==> src/rtl/mem_arb.sv <==
// ----------------------------------------------------------------------------
// mem_arb : round-robin IFU/LSU arbiter onto a single-outstanding memory port
// Rev 1.0
// ----------------------------------------------------------------------------
`default_nettype none

module mem_arb #(
  parameter int TIMEOUT = 255
) (
  input  logic        clock,
  input  logic        reset,
  input  logic        ifu_reqValid,
  input  logic [31:0] ifu_addr,
  output logic        ifu_respValid,
  output logic [31:0] ifu_rdata,
  input  logic        lsu_reqValid,
  input  logic [31:0] lsu_addr,
  input  logic        lsu_wen,
  input  logic [31:0] lsu_wdata,
  input  logic [3:0]  lsu_wmask,
  input  logic [1:0]  lsu_size,
  output logic        lsu_respValid,
  output logic [31:0] lsu_rdata,
  output logic        mem_reqValid,
  output logic [31:0] mem_addr,
  output logic        mem_wen,
  output logic [31:0] mem_wdata,
  output logic [3:0]  mem_wmask,
  output logic [1:0]  mem_size,
  input  logic        mem_respValid,
  input  logic [31:0] mem_rdata,
  output logic        timeout_err
);

  localparam int              CNT_W     = (TIMEOUT < 2) ? 1 : $clog2(TIMEOUT + 1);
  localparam logic [CNT_W-1:0] CNT_LAST = CNT_W'(TIMEOUT - 1);
  localparam logic [31:0]     TIMEOUT_DATA = 32'hdeadbeef;
  localparam logic            GRANT_IFU = 1'b0;
  localparam logic            GRANT_LSU = 1'b1;

  typedef enum logic [1:0] {
    IDLE  = 2'd0,
    ISSUE = 2'd1,
    WAIT  = 2'd2,
    RESP  = 2'd3
  } state_t;

  state_t            state_q, state_d;
  logic              grant_q, grant_d;
  logic              last_grant_q, last_grant_d;
  logic [31:0]       mem_addr_q, mem_addr_d;
  logic              mem_wen_q, mem_wen_d;
  logic [31:0]       mem_wdata_q, mem_wdata_d;
  logic [3:0]        mem_wmask_q, mem_wmask_d;
  logic [1:0]        mem_size_q, mem_size_d;
  logic [CNT_W-1:0]  cnt_q, cnt_d;
  logic [31:0]       ifu_rdata_q, ifu_rdata_d;
  logic [31:0]       lsu_rdata_q, lsu_rdata_d;
  logic              timeout_err_q, timeout_err_d;
  logic              pick_lsu;

  always_comb begin
    state_d       = state_q;
    grant_d       = grant_q;
    last_grant_d  = last_grant_q;
    mem_addr_d    = mem_addr_q;
    mem_wen_d     = mem_wen_q;
    mem_wdata_d   = mem_wdata_q;
    mem_wmask_d   = mem_wmask_q;
    mem_size_d    = mem_size_q;
    cnt_d         = cnt_q;
    ifu_rdata_d   = ifu_rdata_q;
    lsu_rdata_d   = lsu_rdata_q;
    timeout_err_d = timeout_err_q;
    pick_lsu      = 1'b0;

    case (state_q)
      IDLE: begin
        if (ifu_reqValid || lsu_reqValid) begin
          // On a tie the master that did not win last time gets the port.
          if (ifu_reqValid && lsu_reqValid) begin
            pick_lsu = (last_grant_q == GRANT_IFU);
          end else begin
            pick_lsu = lsu_reqValid;
          end
          grant_d      = pick_lsu ? GRANT_LSU : GRANT_IFU;
          last_grant_d = pick_lsu ? GRANT_LSU : GRANT_IFU;
          if (pick_lsu) begin
            mem_addr_d  = lsu_addr;
            mem_wen_d   = lsu_wen;
            mem_wdata_d = lsu_wdata;
            mem_wmask_d = lsu_wmask;
            mem_size_d  = lsu_size;
          end else begin
            mem_addr_d  = ifu_addr;
            mem_wen_d   = 1'b0;
            mem_wdata_d = 32'h0;
            mem_wmask_d = 4'h0;
            mem_size_d  = 2'b10;
          end
          cnt_d   = '0;
          state_d = ISSUE;
        end
      end
      ISSUE: begin
        cnt_d   = '0;
        state_d = WAIT;
      end
      WAIT: begin
        if (mem_respValid) begin
          if (grant_q == GRANT_LSU) lsu_rdata_d = mem_rdata;
          else                      ifu_rdata_d = mem_rdata;
          state_d = RESP;
        end else if (cnt_q == CNT_LAST) begin
          if (grant_q == GRANT_LSU) lsu_rdata_d = TIMEOUT_DATA;
          else                      ifu_rdata_d = TIMEOUT_DATA;
          timeout_err_d = 1'b1;
          state_d       = RESP;
        end else begin
          cnt_d = CNT_W'(cnt_q + 1'b1);
        end
      end
      RESP: begin
        state_d = IDLE;
      end
      default: begin
        state_d = IDLE;
      end
    endcase
  end

  always_ff @(posedge clock) begin
    if (reset) begin
      state_q       <= IDLE;
      grant_q       <= GRANT_IFU;
      last_grant_q  <= GRANT_LSU;
      mem_addr_q    <= 32'h0;
      mem_wen_q     <= 1'b0;
      mem_wdata_q   <= 32'h0;
      mem_wmask_q   <= 4'h0;
      mem_size_q    <= 2'b00;
      cnt_q         <= '0;
      ifu_rdata_q   <= 32'h0;
      lsu_rdata_q   <= 32'h0;
      timeout_err_q <= 1'b0;
    end else begin
      state_q       <= state_d;
      grant_q       <= grant_d;
      last_grant_q  <= last_grant_d;
      mem_addr_q    <= mem_addr_d;
      mem_wen_q     <= mem_wen_d;
      mem_wdata_q   <= mem_wdata_d;
      mem_wmask_q   <= mem_wmask_d;
      mem_size_q    <= mem_size_d;
      cnt_q         <= cnt_d;
      ifu_rdata_q   <= ifu_rdata_d;
      lsu_rdata_q   <= lsu_rdata_d;
      timeout_err_q <= timeout_err_d;
    end
  end

  assign mem_reqValid  = (state_q == ISSUE);
  assign ifu_respValid = (state_q == RESP) && (grant_q == GRANT_IFU);
  assign lsu_respValid = (state_q == RESP) && (grant_q == GRANT_LSU);
  assign mem_addr      = mem_addr_q;
  assign mem_wen       = mem_wen_q;
  assign mem_wdata     = mem_wdata_q;
  assign mem_wmask     = mem_wmask_q;
  assign mem_size      = mem_size_q;
  assign ifu_rdata     = ifu_rdata_q;
  assign lsu_rdata     = lsu_rdata_q;
  assign timeout_err   = timeout_err_q;

endmodule

`default_nettype wire
==> config.mk <==
export PLATFORM = sky130hd
export DESIGN_NAME = mem_arb
export DESIGN_NICKNAME = d
export VERILOG_FILES = /design/src/rtl/mem_arb.sv
export SDC_FILE = /design/constraint.sdc
export NUM_CORES = 1
export LEC_CHECK = 0
export ABC_AREA = 1
export CAP_MARGIN = 25
export CORE_AREA = 2 2 169 105
export CTS_BUF_LIST = sky130_fd_sc_hd__clkbuf_16
export DETAILED_ROUTE_END_ITERATION = 6
export DIE_AREA = 0 0 171 107
export PLACE_DENSITY = 0.69
export RECOVER_POWER = 50
export SLEW_MARGIN = 20
export SYNTH_ARGS = -nofsm -noshare
export SYNTH_HDL_FRONTEND = slang
export SYNTH_SLANG_ARGS = --single-unit
==> constraint.sdc <==
create_clock -name clock -period 1.8 [get_ports clock]
set_input_delay 0.27 -clock clock [delete_from_list [all_inputs] [get_ports clock]]
set_output_delay 0.27 -clock clock [all_outputs]
set_load 0.01 [all_outputs]
==> summary.md, run 1 <==
| Metric | Value |
|---|---|
| Outcome | finished clean |
| Mean Syn Cell Area | 7.12 sq um |
| Cts hold-fix bufs | 0 |
| Most frequent cells in the layout | nand2_1, dfxtp_1, clkdlybuf4s50_1 |
| Fin crit period | 1.67 ns |
| Worst slack at placement | 0.00235 ns |
| Slowest stage delay, CP | 0.65 ns |
| Relative slew slack | 0.672 |
| Worst path slowest cell | dlygate4sd3_1 |
| Final setup margin | 0.134 ns |
| Crit path capture type | primary output |
| Placed Instance Area | 0.00921 sq mm |
| Total GRT Usage | 0.214 |
| Final nets | 1278 |
| Critical path type | register to primary output |
| Finished Layout Cells | 1377 |
| Clock root buffer master | clkbuf_16 |
| Vias/cell | 4.68 |
| Critical Path RT | 1.53 ns |
| Core Area | 0.0168 sq mm |
| PortBufs | 278 |
| Routed Antenna Nets | 0 |
| Chip Height | 107 um |
| WL/cell | 14.1 um |
| Initial antenna violation count | 0 |
| Row Count | 37 |
| Global-route wire length before repair | 31100 um |
| 1st-iter DRT viols | 467 |
| Routed via count | 6448 |
| Worst path cell trace | dlygate4sd3_1 |
| Fillers | 1599 |
| WP buf/inv | 1 |
| Worst skew pair latency | 0.41 ns |
| Mapped Area | 0.00622 sq mm |
| Mapped Cells | 874 |
| Critical-path maximum fanout | 2 |
| Resized cells post-CTS | 4 |
| Ant. Diodes | 0 |
| Layout cell share with drive strength beyond 1 | 0.0630 |
| Slew Limit Fails | 0 |
| Post-Syn Nets | 1022 |
| Hold Path Class | input port to register |
| DRC viols | 0 |
| Flop and latch count out of synthesis | 148 |
| Startpoint type of the worst setup path | register |
| Vias in the first global route | 6125 |
| GRT Residual Overflow | 0 |
| Dpl hpwl | 13600 um |
| Fin crit share | 0.925 |
| Max VDD drop | 0.492 mV |
| Total CTS buffers | 17 |
| Most common cell after layout, fill and taps aside | nand2_1 |
| PD cells | 1170 mW/mm^2 |
| Synth-to-layout area growth | 57.2% |
| H-tree levels | 4 |
| IO Pins | 279 |
| Clock slew at reported path FFs | 0.07 ns |
| Post-Route Setup TNS | 0 ns |
| Drt first pass iters | 5 |
| Postcts setup bufs | 0 |
| Maximum buffer depth of the clock tree | 2 |
| Placed instance count | 1345 |
| Final setup fails | 0 |
| Final GP Congestion | 0.847 |
| Worst-margin pin slew | 0.492 ns |
| Final wirelength | 19400 um |
| Sink Count | 148 |
| Delay-heaviest family, CP | buffers and inverters |
| Lkg Pwr | 4.35 nW |
| Die Wd | 171 um |
| Starting density of the core | 0.371 |
| Clock Skew | 0.0182 ns |
| CP Data Arrival Time | 1.40 ns |
| Design area | 0.00978 sq mm |
| Final Util | 0.584 |
| Hold Vio Cnt, Final | 0 |
| TritonCTS clock tree | built |
| Fmax achieved | 0.600 GHz |
| Sequential area share after synthesis | 0.476 |
| Max cap viols | 0 |
| Unrepaired setup endpoints after global routing | no |
| Die area | 0.0183 sq mm |
| Yosys warnings | 0 |
| Largest net degree at the start of global routing | 66 |
| Synth unique cells | 24 |
worst paths after layout:
check | startpoint | endpoint | slack [ns] | cells after the start
worst min register to register | timeout_err | timeout_err | 0.45 | 2
worst min-delay path | mem_respValid | timeout_err | 0.25 | 4
worst max register to register | state_q[0] | cnt_q[4] | 0.17 | 7
worst max-delay path | ifu_rdata[13] | ifu_rdata[13] | 0.13 | 1
power by group:
part / total, mW / internal (mW) / switching, mW
registers: 4.15 / 3.87 / 0.281
clock network: 3.54 / 1.97 / 1.57
logic: 3.71 / 1.65 / 2.06
synthesized netlist by cell type:
library cell	count	area [sq um]
o221a_2	1	11.3
o21ai_0	35	175
buf_4	3	22.5
dfxtp_1	148	2960
nor2_1	140	526
nor2_4	2	22.5
nor3_1	2	10.0
nand3_2	1	10.0
buf_2	12	60.1
nand2_1	254	953
nand4_1	50	313
a21oi_1	56	280
a31oi_1	32	200
inv_1	55	206
buf_1	3	11.3
clkbuf_1	40	150
buf_6	6	67.6
ha_1	8	100
clkinv_2	1	5.00
nand3_1	16	80.1
nor2_2	1	6.26
inv_2	2	7.51
o21bai_1	1	7.51
nand2_2	5	31.3
layout make-up:
class                           count  area (sq um)  share of cell area
Sequential cell                   148          2960               0.303
Clock buffer                       17           425              0.0435
Tap cell                          234           293              0.0299
Clock inverter                     15           161              0.0165
Multi-Input combinational cell    604          2740               0.280
Timing Repair Buffer              301          2980               0.304
Inverter                           58           223              0.0228
registers in the layout (all words and copies together) (netlist names), 2 cells and up:
signal and flops:
mem_addr 32, mem_wdata 32, ifu_rdata 32, lsu_rdata 32
mem_size 2, cnt_q 8, state_q 2, mem_wmask 4
stage by stage:
step | power, mW | hold slack, ns
2_1_floorplan | 6.21 | 0.412
3_3_place_gp | 8.15 | 0.441
3_5_place_dp | 8.19 | 0.443
4_1_cts | 11.8 | 0.246
5_1_grt | 12.1 | 0.297
6_report | 11.4 | 0.249
kinds of logic after synthesis:
group / after synthesis / synth area share
and+or+nand+nor: 471 / 0.314
buffers and inverters: 122 / 0.0853
adders and majority gates: 8 / 0.0161
AOI/OAI and AO/OA: 125 / 0.108
DFF: 148 / 0.476
metal layers:
layer | GRT usage | part of all wire | up-vias
li1 | - | - | 3328
met1 | 0.284 | 0.46 | 2889
met2 | 0.327 | 0.43 | 219
met3 | 0.0827 | 0.095 | 12
met4 | 0.0539 | 0.0071 | 0
met5 | 0 | 0 | -
(Power assumes the default switching activity.)
==> run 2, diff against run 1 <==
--- a/config.mk
+++ b/config.mk
@@ -6,7 +6,6 @@
 export NUM_CORES = 1
 export LEC_CHECK = 0
 export ABC_AREA = 1
-export CAP_MARGIN = 25
 export CORE_AREA = 2 2 169 105
 export CTS_BUF_LIST = sky130_fd_sc_hd__clkbuf_16
 export DETAILED_ROUTE_END_ITERATION = 6
==> results of run 2 <==
The final DEF is identical to that of run 1; final timing and power are the same.
==> run 3, diff against run 2 <==
--- a/config.mk
+++ b/config.mk
@@ -8,10 +8,12 @@
 export ABC_AREA = 1
 export CORE_AREA = 2 2 169 105
 export CTS_BUF_LIST = sky130_fd_sc_hd__clkbuf_16
+export CTS_CLUSTER_DIAMETER = 150
 export DETAILED_ROUTE_END_ITERATION = 6
 export DIE_AREA = 0 0 171 107
 export PLACE_DENSITY = 0.69
 export RECOVER_POWER = 50
+export SKIP_LAST_GASP = 1
 export SLEW_MARGIN = 20
 export SYNTH_ARGS = -nofsm -noshare
 export SYNTH_HDL_FRONTEND = slang
==> constraint.sdc (replaced) <==
create_clock -name clock -period 1.7 [get_ports clock]
set_input_delay 0.255 -clock clock [delete_from_list [all_inputs] [get_ports clock]]
set_output_delay 0.255 -clock clock [all_outputs]
set_load 0.01 [all_outputs]
==> summary.md, run 3 (synthesis gave the netlist of run 1 again) <==
| Metric | Value |
|---|---|
| Outcome | finished clean |
| Slew Limit Fails | 0 |
| CP Data Arrival Time | 1.35 ns |
| Clock Skew | 0.0128 ns |
| Chip Height | 107 um |
| Met3 WL | 1860 um |
| Routed Antenna Nets | 0 |
| Met2 WL | 8480 um |
| Cts hold-fix bufs | 0 |
| Reg area | 0.00297 sq mm |
| Crit path capture type | primary output |
| IO Pins | 279 |
| Switching Share | 0.335 |
| Dpl hpwl | 13400 um |
| Total CTS buffers | 17 |
| Core Area | 0.0168 sq mm |
| Worst slack at placement | -0.0865 ns |
| Switching pwr | 4.14 mW |
| Starting density of the core | 0.371 |
| Most frequent cells in the layout | clkdlybuf4s50_1, nand2_1, dfxtp_1 |
| Sink Count | 148 |
| Share of power burned in combinational logic | 0.350 |
| Final setup fails | 0 |
| Final Util | 0.591 |
| Hold Vio Cnt, Final | 0 |
| Synth-to-layout area growth | 59.3% |
| Relative slew slack | 0.678 |
| Fin crit share | 0.944 |
| Row Count | 37 |
| PortBufs | 278 |
| Layout cell share with drive strength beyond 1 | 0.0722 |
| Global-route wire length before repair | 30700 um |
| Routed via count | 6532 |
| Smallest hold slack | 0.243 ns |
| TritonCTS clock tree | built |
| Fmax achieved | 0.623 GHz |
| Internal Power | 8.21 mW |
| Placed Instance Area | 0.00925 sq mm |
| Startpoint type of the worst setup path | register |
| Fillers | 1583 |
| Vias/cell | 4.72 |
| Max cap viols | 0 |
| H-tree levels | 4 |
| Largest net degree at the start of global routing | 54 |
| Most common cell after layout, fill and taps aside | clkdlybuf4s50_1 |
| Max VDD drop | 0.707 mV |
| Die area | 0.0183 sq mm |
| PD cells | 1250 mW/mm^2 |
| 1st-iter DRT viols | 534 |
| Final setup margin | 0.0952 ns |
| Clock root buffer master | clkbuf_16 |
| Fin crit period | 1.60 ns |
| Design area | 0.00991 sq mm |
| Highest routed layer | met4 |
| Maximum buffer depth of the clock tree | 2 |
| Worst skew pair latency | 0.41 ns |
| Worst-margin pin slew | 0.484 ns |
| WL/cell | 14.5 um |
| Final GP Congestion | 0.831 |
| Flop pwr share | 0.359 |
| Vias in the first global route | 6144 |
| Post-Route Setup TNS | 0 ns |
| Lkg Pwr | 4.02 nW |
| GRT Residual Overflow | 0 |
| Clock slew at reported path FFs | 0.06 ns |
| Total design power | 12.4 mW |
| Final nets | 1284 |
| Ant. Diodes | 0 |
| Finished Layout Cells | 1383 |
| Initial antenna violation count | 0 |
| Met1 Wirelength | 9400 um |
| Critical path type | register to primary output |
| Die Wd | 171 um |
| Hold Path Class | input port to register |
| Area of the multi-input gates | 0.00274 sq mm |
| Drt first pass iters | 4 |
| Total GRT Usage | 0.209 |
| Clock share of power | 0.291 |
| Final wirelength | 20000 um |
| Critical Path RT | 1.44 ns |
| DRC viols | 0 |
| Critical-path maximum fanout | 4 |
| Placed instance count | 1346 |
-- run 3: cell count changes in the layout (fill, tap and decap cells not counted), sizes merged --
| cell | before | now |
|---|---|---|
| buf | 23 | 29 |
| clkinv | 5 | 4 |
| inv | 66 | 63 |
| dlygate4sd3 | 126 | 0 |
| clkinvlp | 1 | 5 |
| clkdlybuf4s50 | 147 | 273 |
-- run 3: final timing paths --
check	start	to	slack (ns)	depth (start not counted)
setup / recovery	state_q[0]	ifu_respValid	0.1	4
hold / removal	mem_respValid	timeout_err	0.24	4
setup reg to reg	cnt_q[0]	ifu_rdata[23]	0.1	11
hold reg to reg	timeout_err	timeout_err	0.45	2
-- run 3: cell type report --
class,instances,share of cell area
clock buffers,17,0.0429
clock inverters,15,0.0136
multi-input cells,604,0.277
repair buffers,307,0.315
flip-flops and latches,148,0.299
well taps,234,0.0295
inverters,58,0.0223
-- run 3: layer usage --
metal,up-vias,track usage
met5,-,0
met4,0,0.0563
met3,20,0.0738
met2,233,0.323
met1,2944,0.277
li1,3335,-
-- run 3: critical path, cell delays in order (launching register included) --
cell and delay [ns]:
dfxtp_2 0.36, ha_1 0.18, inv_1 0.05, nor2_1 0.07, dlygate4sd2_1 0.30
-- run 3: repair_timing --
item | CTS | global route
pin swaps | 0 | 2
setup buffers | 0 | 2
gates cloned | 0 | 3
endpoints found under the setup margin | 3 | 79
resized for setup | 5 | 10
-- run 3: power groups by stage --
stage	combinational [mW]	sequential (mW)	clock [mW]
finish	4.32	4.44	3.60
global route	4.74	4.51	3.85
CTS	4.25	4.43	3.70
detailed placement	4.25	4.49	0
global placement	4.21	4.48	0
floorplan	1.84	4.73	0
